File: config.mk
export PLATFORM = sky130hd
export DESIGN_NAME = mem_port_arbiter
export DESIGN_NICKNAME = d
export VERILOG_FILES = /design/src/rtl/mem_port_arbiter.sv
export SDC_FILE = /design/constraint.sdc
export NUM_CORES = 1
export LEC_CHECK = 0
export ABC_AREA = 1
export CORE_ASPECT_RATIO = 1.4
export CORE_MARGIN = 2
export CORE_UTILIZATION = 41
export DETAILED_ROUTE_END_ITERATION = 12
export GPL_ROUTABILITY_DRIVEN = 0
export MAX_ROUTING_LAYER = met4
export PLACE_DENSITY = 0.86
export SYNTH_ARGS = -nofsm -noshare
export SYNTH_HDL_FRONTEND = slang
export SYNTH_SLANG_ARGS = --single-unit
File: constraint.sdc
create_clock -name clk_main -period 2.45 [get_ports clk_main]
set_input_delay 0.245 -clock clk_main [delete_from_list [all_inputs] [get_ports clk_main]]
set_output_delay 0.245 -clock clk_main [all_outputs]
set_load 0.005 [all_outputs]
File: src/rtl/mem_port_arbiter.sv
// mem_port_arbiter: one single-port memory shared by instruction fetch and datapath load/store.
// Define ARB_STATS_EN to build the saturating grant/conflict counters and their output ports.
module mem_port_arbiter #(
  parameter int AW         = 6,
  parameter int DW         = 16,
  parameter int RD_LAT     = 1,
  parameter int STARVE_MAX = 2
) (
  input  logic          clk_main,
  input  logic          reset,
  input  logic          if_req,
  input  logic [AW-1:0] if_addr,
  output logic          if_gnt,
  output logic          if_valid,
  output logic [DW-1:0] if_rdata,
  input  logic          dm_req,
  input  logic          dm_we,
  input  logic [AW-1:0] dm_addr,
  input  logic [DW-1:0] dm_wdata,
  output logic          dm_gnt,
  output logic          dm_valid,
  output logic [DW-1:0] dm_rdata,
  output logic          mem_en,
  output logic          mem_we,
  output logic [AW-1:0] mem_addr,
  output logic [DW-1:0] mem_wdata,
  input  logic [DW-1:0] mem_rdata,
  output logic          busy
`ifdef ARB_STATS_EN
  ,
  output logic [15:0]   stat_if_gnt,
  output logic [15:0]   stat_dm_gnt,
  output logic [15:0]   stat_conflict
`endif
);
  localparam int CW = $clog2(RD_LAT + 1);
  localparam int SW = $clog2(STARVE_MAX + 1);
  localparam logic [CW-1:0] LAT_LD     = CW'(RD_LAT);
  localparam logic [SW-1:0] STREAK_LIM = SW'(STARVE_MAX);

  typedef enum logic [1:0] {IDLE, ACCESS, WAIT} state_t;

  typedef struct packed {
    logic          we;
    logic [AW-1:0] addr;
    logic [DW-1:0] wdata;
  } mem_req_t;

  state_t        state_q, state_d;
  logic [CW-1:0] cnt_q, cnt_d;
  logic [SW-1:0] streak_q, streak_d;
  logic          owner_dm_q, owner_dm_d;
  mem_req_t      req_q, req_d;
  logic          mem_en_q, mem_en_d;
  logic          mem_we_q, mem_we_d;
  logic          if_gnt_q, if_gnt_d;
  logic          dm_gnt_q, dm_gnt_d;
  logic          if_vld_q, if_vld_d;
  logic          dm_vld_q, dm_vld_d;
  logic          idle, starve, pick_if, pick_dm, last_wait;

  // DM normally wins a tie; once its streak hits the limit a pending fetch goes first.
  assign idle    = (state_q == IDLE);
  assign starve  = (streak_q >= STREAK_LIM);
  assign pick_if = idle & if_req & (~dm_req | starve);
  assign pick_dm = idle & dm_req & ~pick_if;

  always_comb begin
    state_d    = state_q;
    cnt_d      = cnt_q;
    streak_d   = streak_q;
    owner_dm_d = owner_dm_q;
    req_d      = req_q;
    mem_en_d   = 1'b0;
    mem_we_d   = 1'b0;
    if_gnt_d   = 1'b0;
    dm_gnt_d   = 1'b0;
    unique case (state_q)
      IDLE: begin
        if (!if_req || pick_if)
          streak_d = '0;
        else if (pick_dm && !starve)
          streak_d = streak_q + 1'b1;
        if (pick_dm) begin
          req_d.we    = dm_we;
          req_d.addr  = dm_addr;
          req_d.wdata = dm_wdata;
        end else if (pick_if) begin
          req_d.we    = 1'b0;
          req_d.addr  = if_addr;
        end
        if (pick_if || pick_dm) begin
          state_d    = ACCESS;
          owner_dm_d = pick_dm;
          mem_en_d   = 1'b1;
          mem_we_d   = pick_dm & dm_we;
          if_gnt_d   = pick_if;
          dm_gnt_d   = pick_dm;
        end
      end
      ACCESS: begin
        if (req_q.we) begin
          state_d = IDLE;
        end else begin
          state_d = WAIT;
          cnt_d   = LAT_LD;
        end
      end
      WAIT: begin
        if (cnt_q == CW'(1))
          state_d = IDLE;
        else
          cnt_d = cnt_q - 1'b1;
      end
      default: state_d = IDLE;
    endcase
  end

  // Valid is registered: raise it on the edge entering the last WAIT cycle.
  assign last_wait = (state_d == WAIT) && (cnt_d == CW'(1));
  assign if_vld_d  = last_wait & ~owner_dm_q;
  assign dm_vld_d  = last_wait & owner_dm_q;

  always_ff @(posedge clk_main or posedge reset) begin
    if (reset) begin
      state_q    <= IDLE;
      cnt_q      <= '0;
      streak_q   <= '0;
      owner_dm_q <= 1'b0;
      req_q      <= '0;
      mem_en_q   <= 1'b0;
      mem_we_q   <= 1'b0;
      if_gnt_q   <= 1'b0;
      dm_gnt_q   <= 1'b0;
      if_vld_q   <= 1'b0;
      dm_vld_q   <= 1'b0;
    end else begin
      state_q    <= state_d;
      cnt_q      <= cnt_d;
      streak_q   <= streak_d;
      owner_dm_q <= owner_dm_d;
      req_q      <= req_d;
      mem_en_q   <= mem_en_d;
      mem_we_q   <= mem_we_d;
      if_gnt_q   <= if_gnt_d;
      dm_gnt_q   <= dm_gnt_d;
      if_vld_q   <= if_vld_d;
      dm_vld_q   <= dm_vld_d;
    end
  end

  assign if_gnt    = if_gnt_q;
  assign dm_gnt    = dm_gnt_q;
  assign if_valid  = if_vld_q;
  assign dm_valid  = dm_vld_q;
  assign mem_en    = mem_en_q;
  assign mem_we    = mem_we_q;
  assign mem_addr  = req_q.addr;
  assign mem_wdata = req_q.wdata;
  assign if_rdata  = mem_rdata;
  assign dm_rdata  = mem_rdata;
  assign busy      = ~idle;

`ifdef ARB_STATS_EN
  logic conflict;
  assign conflict = idle & if_req & dm_req;

  always_ff @(posedge clk_main or posedge reset) begin
    if (reset) begin
      stat_if_gnt   <= '0;
      stat_dm_gnt   <= '0;
      stat_conflict <= '0;
    end else begin
      if (pick_if && stat_if_gnt != 16'hFFFF)
        stat_if_gnt <= stat_if_gnt + 16'd1;
      if (pick_dm && stat_dm_gnt != 16'hFFFF)
        stat_dm_gnt <= stat_dm_gnt + 16'd1;
      if (conflict && stat_conflict != 16'hFFFF)
        stat_conflict <= stat_conflict + 16'd1;
    end
  end
`endif

endmodule
* Word level (Yosys, flattened, before mapping)
Index checks and enable logic that the tools add are counted.
** Word-level totals
- Flip-flop bits (word level) :: 35
- Latch bits :: 0
- Bits in writable memories :: 0
- Memory bits (read-only) :: 0
- Output and inout port bits :: 61
- Memories kept :: 0
** Operators by class
- $add $sub $neg :: 2
- Multiply operators :: 0
- Divide/modulo/power cells :: 0
- $lt $le $gt $ge :: 1
- Eq/ne operators :: 3
- Shifts and indexed selects :: 0
- Multiplexer cells :: 19
- Bitwise logic cells :: 12
- Reductions and logical operators :: 13
** Operators by type and width (count)
- 2-to-1 mux 7 bit :: 2
- 2-to-1 mux 1 bit :: 10
- 2-to-1 mux 2 bit :: 5
- AND reduction 2 bit :: 4
- AND 1 bit :: 7
- case mux 2 bit (3 select lines) :: 1
- equality test 2 bit (second input constant) :: 2
- inverter 1 bit :: 4
- nonzero test 2 bit :: 2
- adder 2 x 1 -> 2 bit (second input constant) :: 1
- equality test 2 x 1 -> 1 bit (second input constant) :: 1
- greater-or-equal comparator 2 bit (second input constant) :: 1
- logical AND 1 bit :: 2
- zero test 1 bit :: 2
- zero test 2 bit :: 1
- logical OR 1 bit :: 2
- case mux 1 bit (2 select lines) :: 1
- OR 1 bit :: 1
- subtractor 1 bit (second input constant) :: 1

* Logic depth before layout (Yosys ltp)
Gate-level depths: netlist (run 1).
- Depth after elaboration :: 11
- Depth in mapped cells :: 10

* Worst setup path after synthesis (run 1)
Ideal clock, no wire load.
- Path kind :: reg-to-reg
- Start point :: register state_q[0]
- End point :: register req_q, in the netlist mem_addr[0]
- Library setup time :: 0.121 ns
- Arrival :: 1.328 ns
- Required time :: 2.329 ns
- Slack :: 1.001 ns
- Stages on the path, launching flop included :: 10
- Clock period less this slack :: 1.449 ns
- Path through :: dfrtp_1 inv_1 ha_1 clkbuf_2 nand3_2 inv_2 nor2_4 buf_6 nand2_1 nand3_2
** On the way
- Longest elaborated chain between the ends :: 7
- Elaborated cells between the ends (all ways) :: 9
** Ends and longest elaborated chain
- start, declared :: line 49 : state_t state_q, state_d;
- start signal, assigned :: line 138 : state_q <= state_d;
- zero test 2 bit (*) :: line 63, 78
- AND 1 bit (2 in series) :: line 65 : assign pick_if = idle & if_req & (~dm_req | starve);
- inverter 1 bit :: line 66 : assign pick_dm = idle & dm_req & ~pick_if;
- AND 1 bit :: line 66
- nonzero test 2 bit (no source line)
- AND reduction 2 bit (no source line)
- end signal, assigned :: line 142 : req_q <= req_d;
- end, declared :: line 53 : mem_req_t req_q, req_d;
Mark *: on every way between the ends. The rest lies on a longest branch, timed or not.
A chain may end at the register's enable or synchronous reset.

* Worst setup path in the final report (run 1)
- Start point :: register state_q[1]
- End point :: output port busy
** On the way
- Longest elaborated chain between the ends :: 2
** Ends and longest elaborated chain
- zero test 2 bit :: line 63 : assign idle = (state_q == IDLE);
- inverter 1 bit :: line 162 : assign busy = ~idle;
- end, declared :: line 28 : output logic busy
Every way passes these cells.

==> flow_summary.toml, run 1 <==
[run_status]
status = "completed"

[grt]
grt_pass1_wl_mm = 6.07
antenna_found_initial = 0
grt_max_degree = 36
grt_overflow = 0
track_usage = 0.161
grt_pass1_vias = 1356

[layout]
nets = 289
antennaDiodeCount = 0
fillers = 456
area_growth_syn_to_layout_pct = 19.3
drive_gt1_frac = 0.0681

[pwr]
power_density_nw_per_um2 = 1160
leakage_uw = 0.00114
power_uw = 2640
ir_worst_vdd_mv = 0.538

[synth]
netlist.top_cell.by_area = "dfrtp_1"
synth-edff-count = 0
yosysWarnings = 0
synthTopCellsByArea = "dfrtp_1 46%, buf_4 21%, nand2_1 16%"
syn_area_sq_um = 1920
syn_avg_cell_area_sq_um = 8.60
synthTopCellsByCount = "83 x nand2_1, 54 x buf_4, 35 x dfrtp_1"
synth_top_area_frac = 0.457
syn_inst = 223
synthFlopType = "dfrtp_1"
async_flop_share = 1.00
ys_types = 17
synth_seq_area_share = 0.457
yosysMostFrequentCell = "nand2_1"
syn-num-nets = 278
ys_ff_latch = 35

[drt]
drc_errors = 0
vias = 1340
firstDrtPassIters = 4
via_per_inst = 4.51
wl_per_cell_um = 12.6
wl_mm = 3.75
final_antenna_net_count = 0
detail_route.iter0.violations = 40

[clock_tree]
clock_latency_ns = 0.28
cts_tree = "done"
post_cts_buffers = 0
cts_hold_buf = 0
cts_made_buffers = 5
clockBufferDepth = 2
cts_resized = 0
path_clk_slew_ns = 0.07
cts-root-buf = "clkbuf_8"
cts_htree_levels = 2
cts.sinks = 35

[timing]
period_needed_ns = 2.00
layout_setup_ws_ns = 0.448
setup_viol = 0
whs_ns = 0.359
finalHoldViolations = 0
tightest_slew_ns = 0.511
drv_slew = 0
timing.final.crit_share = 0.817
rsz0062_at_grt = "false"
skew_ns = 0.00339
relSlewSlack = 0.658
tns_ns = 0
fmax_mhz = 500

[worst_setup_path]
path_max_fanout = 6
rr_startpoint = "state_q[1]"
critPathLaunchType = "flip-flop"
rr_worst_depth = 6
critPathCaptureType = "primary output"
critPathRequiredTime_ns = 2.20
critical_path_class = "reg -> out"
r2r_slack_ns = 0.66
critical_path_arrival_ns = 1.76
r2r_end = "mem_addr[3]"

[placed_design]
port_buffers = 61
dp_hpwl_mm = 2.85
post-place-ws_ns = 0.622

[hold_path]
hold_path.class = "in -> async"

[floorplan]
rows = 29
start_util = 0.426
core-area_sq_um = 4500
die_w_um = 61.8
die-area_sq_um = 5250
ios = 110
die_y_um = 84.9

[run]
drv_cap = 0
[where the power goes]
part	switching, uW	total (uW)	internal (uW)
Sequential	140	973	833
Clock	200	529	329
Combinational	540	1140	602
[routing by layer]
layer / wire length, um / track usage / vias to the layer above
li1: - / - / 642
met4: 184 / 0.116 / 0
met3: 304 / 0.0442 / 27
met2: 1950 / 0.258 / 45
met1: 1310 / 0.160 / 626
met5: 0 / - / -
[kinds of logic after synthesis]
kind of cell,count (synthesis),synth area share
simple gates,100,0.219
compound gates,6,0.0183
flops,35,0.457
buf+inv,76,0.267
fa+ha+maj,6,0.0392
[cells in the final DEF, fill, tap and decap left out]
master           netlist  routed
clkdlybuf4s50_1        0      61
inv_1                 17      17
nor2_4                 1       1
a21oi_1                1       1
nand3_1                7       7
inv_2                  1       1
clkbuf_8               0       6
nor2_1                 3       3
bufinv_16              0       1
buf_4                 54       1
nand2_1               83      83
ha_1                   6       6
o21ai_2                1       1
nand3_2                4       4
o22ai_1                1       1
dfrtp_1               35      35
nor3_1                 2       2
clkinv_2               0       1
o21ai_0                3       3
[through the flow]
step / utilization / cell area [sq um] / std cells
2_1_floorplan: - / 1920 / 223
3_3_place_gp: 0.482 / 2170 / 289
3_5_place_dp: 0.482 / 2170 / 289
4_1_cts: 0.508 / 2290 / 297
5_1_grt: 0.508 / 2290 / 297
6_report: 0.508 / 2290 / 297
[layout make-up]
class / count / area [sq um] / share of cell area
well taps: 62 / 77.6 / 0.0339
clock inverters: 2 / 35.0 / 0.0153
inverters: 18 / 67.6 / 0.0296
flip-flops and latches: 35 / 876 / 0.383
multi-input cells: 112 / 529 / 0.232
repair buffers: 62 / 618 / 0.270
clock buffers: 6 / 82.6 / 0.0361
[state kept, by name (all words and copies together) (netlist names)]
name        cells
mem_wdata      16
mem_addr        6
state_q         2
streak_q        2
cnt_q           1
dm_gnt          1
dm_valid        1
if_gnt          1
if_valid        1
mem_en          1
mem_we          1
owner_dm_q      1
req_q           1
[worst max-delay path, cell delays in order (launching register included)]
cell             delay, ns
dfrtp_1               0.43
inv_1                 0.13
ha_1                  0.32
inv_1                 0.13
clkdlybuf4s50_1       0.46
[worst max-delay path by stage]
stage,slack [ns],endpoint,cells past startpoint,startpoint
4_1_cts,0.44,busy,4,state_q[1]
3_3_place_gp,0.71,mem_addr[1],7,dm_req
2_1_floorplan,1.00,mem_addr[0],9,state_q[0]
6_report,0.45,busy,4,state_q[1]
3_5_place_dp,0.62,mem_addr[3],7,dm_req
5_1_grt,0.33,busy,4,state_q[0]
(Power assumes the default switching activity.)
==> run 2: changes to the inputs <==
--- a/config.mk
+++ b/config.mk
@@ -8,11 +8,11 @@
 export ABC_AREA = 1
 export CORE_ASPECT_RATIO = 1.4
 export CORE_MARGIN = 2
-export CORE_UTILIZATION = 41
+export CORE_UTILIZATION = 34
 export DETAILED_ROUTE_END_ITERATION = 12
 export GPL_ROUTABILITY_DRIVEN = 0
 export MAX_ROUTING_LAYER = met4
-export PLACE_DENSITY = 0.86
+export PLACE_DENSITY = 0.76
 export SYNTH_ARGS = -nofsm -noshare
 export SYNTH_HDL_FRONTEND = slang
 export SYNTH_SLANG_ARGS = --single-unit
==> constraint.sdc (replaced) <==
create_clock -name clk_main -period 1.7 [get_ports clk_main]
set_input_delay 0.17 -clock clk_main [delete_from_list [all_inputs] [get_ports clk_main]]
set_output_delay 0.17 -clock clk_main [all_outputs]
set_load 0.005 [all_outputs]
==> run 2 against run 1 <==
Net effect:
- total power rose by 45%
- first-iteration DRC count rose by 83%
- sequential share of layout area fell by 1.0 points
- critical path depth rose by 5
- die area rose by 19%
- setup slack got worse by 0.23 ns
- combinational power rose by 62%
- wire length rose by 6.1%
- non-clock buffer count rose by 7
- utilization fell by 8.0 points
- clock skew rose by 0.0037 ns
- global-route usage fell by 3.0 points
- largest cell class unchanged
- largest power group unchanged
==> flow_summary.toml, run 2 (same netlist as run 1, synthesis figures left out) <==
[layout]
area_growth_syn_to_layout_pct = 22.5
finalInstanceArea_sq_um = 2350
drive_gt1_frac = 0.0988
nets = 297
fin_cells = 311
largest_reg_flops = 16
antennaDiodeCount = 0
final_cell_mix = "83 x nand2_1, 60 x clkdlybuf4s50_1, 35 x dfrtp_1"
final_common_cell = "nand2_1"

[worst_setup_path]
critical_path_class = "reg -> reg"
critPathCaptureType = "flip-flop"
critPathLaunchType = "flip-flop"
path_max_fanout = 12
rr_worst_depth = 9
critical_path_arrival_ns = 1.70
critPathRequiredTime_ns = 1.92

[floorplan]
die_w_um = 67.5
ios = 110
start_util = 0.349
rows = 32
core-area_sq_um = 5490
die_y_um = 92.8
die-area_sq_um = 6260

[clock_tree]
cts.sinks = 35
cts_htree_levels = 2
cts_hold_buf = 0
cts-root-buf = "clkbuf_8"
cts_made_buffers = 5
clockBufferDepth = 2
cts_tree = "done"
clock_latency_ns = 0.28
path_clk_slew_ns = 0.07

[run_status]
status = "completed"

[timing]
timing.final.crit_share = 0.870
skew_ns = 0.00704
rsz0062_at_grt = "false"
finalHoldViolations = 0
period_needed_ns = 1.48
setup_viol = 0
fmax_mhz = 676
relSlewSlack = 0.706
tns_ns = 0
tightest_slew_ns = 0.441
drv_slew = 0

[grt]
antenna_found_initial = 0
grt_overflow = 0
grt_max_degree = 36
grt_pass1_vias = 1333
grt_pass1_wl_mm = 6.06
track_usage = 0.132

[pwr]
p_sw_uw = 1340
ir_worst_vdd_mv = 0.487
swShare = 0.350
p_comb_frac = 0.483
p_int_uw = 2480
pwr-share-clk = 0.153
pwr-share-seq = 0.364
power_uw = 3820
leakage_uw = 0.00118
power_density_nw_per_um2 = 1630

[drt]
firstDrtPassIters = 4
final_antenna_net_count = 0
vias = 1370
wl_per_cell_um = 12.8
wl_mm = 3.98
detail_route.iter0.violations = 73
via_per_inst = 4.41
drc_errors = 0

[hold_path]
hold_path.class = "in -> async"

[placed_design]
dp_hpwl_mm = 2.74
dp.cells = 300
port_buffers = 61
post_dp_cell_area_sq_um = 2230

[run]
drv_cap = 0
-- run 2: metal layers --
layer / up-vias / global-route usage / wire [um]
met1: 619 / 0.127 / 1370
met4: 0 / 0.107 / 264
met2: 52 / 0.218 / 2040
met5: - / - / 0
met3: 41 / 0.0292 / 298
li1: 658 / - / -
-- run 2: power groups by stage --
| stage | sequential, uW | clock [uW] | combinational (uW) |
|---|---|---|---|
| 2_1_floorplan | 1370 | 0 | 1250 |
| 3_3_place_gp | 1400 | 0 | 1710 |
| 3_5_place_dp | 1410 | 0 | 1750 |
| 4_1_cts | 1390 | 603 | 1830 |
| 5_1_grt | 1430 | 634 | 2070 |
| 6_report | 1390 | 585 | 1850 |
-- run 2: worst paths after layout --
kind / from / to / slack, ns
max reg2reg: streak_q[0] / mem_addr[0] / 0.22
max: streak_q[0] / mem_addr[0] / 0.22
min reg2reg: owner_dm_q / if_valid / 0.45
min in group clk_main: mem_rdata[13] / dm_rdata[13] / 0.34
max in group asynchronous: reset / dm_gnt / 1.09
min: reset / req_q[22] / 0.29
-- run 2: cell type report --
| cell class | instances | area (sq um) |
|---|---|---|
| inverter | 18 | 67.6 |
| tap | 68 | 85.1 |
| sequential | 35 | 876 |
| clock inverter | 1 | 5.00 |
| clock buffer | 7 | 76.3 |
| timing repair buffer | 69 | 686 |
| multi-input combinational | 113 | 553 |
| fill | 549 | 3140 |
-- run 2: repair_timing --
action	4_1_cts	5_1_grt
cloned	0	1
setup buffers	2	0
endpoints found under the setup margin	2	23
resized for setup	2	3
-- run 2: metrics by stage --
stage	hold WS, ns	worst slack, ns	util
floorplan	0.280	0.251	-
global placement	0.340	0.0718	0.406
detailed placement	0.340	0.00295	0.406
CTS	0.313	0.0175	0.426
global route	0.340	0.0520	0.428
finish	0.286	0.222	0.428
-- run 2: worst max-delay path, stage by stage, from the launching register on --
cell	delay, ns
dfrtp_1	0.36
inv_1	0.05
ha_1	0.19
nor2_1	0.10
nand2_1	0.07
nand3_2	0.09
inv_2	0.08
nor2_4	0.29
nand2_1	0.12
nand3_2	0.07
==> run 3: changes to the inputs <==
--- a/config.mk
+++ b/config.mk
@@ -7,10 +7,9 @@
 export LEC_CHECK = 0
 export ABC_AREA = 1
 export CORE_ASPECT_RATIO = 1.4
-export CORE_MARGIN = 2
+export CORE_MARGIN = 3
 export CORE_UTILIZATION = 34
 export DETAILED_ROUTE_END_ITERATION = 12
-export GPL_ROUTABILITY_DRIVEN = 0
 export MAX_ROUTING_LAYER = met4
 export PLACE_DENSITY = 0.76
 export SYNTH_ARGS = -nofsm -noshare
==> run 3 against run 2 <==
Net effect:
- non-clock buffer count decreased by 1
- utilization is 1.9 points higher
- via count fell by 5.8%
- combinational power about the same
- final area grew 1.2%
- worst hold slack got worse by 0.0090 ns
- total power grew 4.4%
- die area up 5.2%
- sequential power is essentially flat
- global-route usage down 1.1 points
- sequential share of layout area shrank 0.43 points
- clock-buffer cell count is 1 lower
- critical endpoint is now mem_addr[4]
- highest routed layer unchanged
==> flow_summary.toml, run 3 (same netlist as run 1, synthesis figures left out) <==
[run_status]
status = "completed"

[drt]
final_antenna_net_count = 0
vias = 1290
drc_errors = 0
detail_route.iter0.violations = 23
wl_mm = 3.75
wl_per_cell_um = 12.2
firstDrtPassIters = 4
via_per_inst = 4.20

[layout]
final_common_cell = "nand2_1"
nets = 295
fillers = 520
area_growth_syn_to_layout_pct = 24.0
drive_gt1_frac = 0.104
final_cell_mix = "83 x nand2_1, 60 x clkdlybuf4s50_1, 35 x dfrtp_1"
largest_reg_flops = 16
antennaDiodeCount = 0

[timing]
skew_ns = 0.00717
tns_ns = 0
finalHoldViolations = 0
drv_slew = 0
relSlewSlack = 0.704
tightest_slew_ns = 0.444
layout_setup_ws_ns = 0.333
period_needed_ns = 1.37
fmax_mhz = 732
timing.final.crit_share = 0.804
setup_viol = 0
rsz0062_at_grt = "false"

[worst_setup_path]
critical_path_arrival_ns = 1.59
critPathRequiredTime_ns = 1.92
rr_worst_depth = 10
critPathCaptureType = "flip-flop"
cp_cell_sequence = "inv_1 > ha_1 > nor2_1 > nand2_1 > nand3_2 > inv_2 > nor2_4 > buf_12 > nand2_1 > nand3_1"
crit_top_cell = "nand2_1"
cp_slowest_cell = "dfrtp_1"
critPathLaunchType = "flip-flop"
crit_start = "streak_q[0]"
rr_startpoint = "streak_q[0]"
critPathMaxStageDelay_ns = 0.36
critical_path_class = "reg -> reg"
path_max_fanout = 23

[clock_tree]
cts-root-buf = "clkbuf_8"
cts_tree = "done"
cts_htree_levels = 2
clock_latency_ns = 0.28
clockBufferDepth = 2
cts_made_buffers = 5
path_clk_slew_ns = 0.07
cts.sinks = 35

[grt]
antenna_found_initial = 0
grt_pass1_vias = 1289
grt_overflow = 0
grt_max_degree = 36
grt_pass1_wl_mm = 5.98
track_usage = 0.121

[pwr]
pwr-share-seq = 0.350
leakage_uw = 0.00119
pwr-share-clk = 0.191
p_comb_frac = 0.459
swShare = 0.328
ir_worst_vdd_mv = 0.761
power_density_nw_per_um2 = 1680
p_int_uw = 2680
p_sw_uw = 1310

[run]
drv_cap = 0

[placed_design]
post-place-ws_ns = 0.130
place_congestion = 0.744
dp_hpwl_mm = 2.76
port_buffers = 61

[floorplan]
ios = 110
die_y_um = 94.8
die-area_sq_um = 6590
die_w_um = 69.5
start_util = 0.361
core-area_sq_um = 5310
rows = 31

[hold_path]
hold_path.class = "in -> async"
[run 3: changes by cell type in the layout (fill, tap and decap cells not counted)]
cell	delta
buf_4	-2
clkbuf_1	-2
buf_12	+1
bufinv_16	+1
clkbuf_8	+1
inv_1	-1
inv_2	+1
nor2_4	-1
[run 3: power by group through the flow]
stage               clock [uW]  sequential (uW)  combinational, uW
floorplan                    0             1370               1250
global placement             0             1400               1720
detailed placement           0             1420               1790
CTS                        791             1400               1850
global route               838             1440               2030
finish                     762             1400               1830
[run 3: final cells by class]
class                      instances  area, sq um  share of cell area
inverter                          18         67.6              0.0284
timing repair buffer              68          691               0.291
clock inverter                     2         35.0              0.0147
sequential                        35          876               0.369
tap                               66         82.6              0.0348
multi-input combinational        112          542               0.228
clock buffer                       6         82.6              0.0348
[run 3: through the flow]
stage               hold WS [ns]  utilization  total power (uW)  std cells  area, sq um
floorplan                  0.280            -              2620        223         1920
global placement           0.340        0.419              3130        297         2230
detailed placement         0.340        0.419              3200        297         2230
CTS                        0.303        0.445              4040        306         2370
global route               0.330        0.447              4300        307         2380
finish                     0.277        0.447              3990        307         2380
[run 3: worst paths after layout]
check	endpoint	slack [ns]
setup / recovery	mem_addr[4]	0.33
hold / removal	mem_wdata[15]	0.28
setup reg to reg	mem_addr[4]	0.33
hold reg to reg	if_valid	0.46
max in group asynchronous	streak_q[1]	1.09
min in group clk_main	dm_rdata[0]	0.34
[run 3: metal layers]
layer | track usage | vias up | part of all wire | wire (um)
met5 | - | - | 0 | 0
met3 | 0.0330 | 19 | 0.063 | 237
met4 | 0.0684 | 0 | 0.032 | 121
met1 | 0.130 | 579 | 0.41 | 1530
met2 | 0.201 | 37 | 0.50 | 1860
li1 | - | 655 | - | -
[run 3: what timing repair did]
action / CTS / global route
setup endpoints to repair: 1 / 1
gates cloned: 0 / 0
setup buffers: 1 / 1
hold buffers: 0 / 0
resized for setup: 3 / 2
[run 3: critical path, delay by kind of cell (launching register included)]
family	cells	cell delay (ns)
adder cells (fa/ha/maj)	1	0.18
buffers and inverters	3	0.28
flip-flops	1	0.36
AND/OR/NAND/NOR	6	0.48
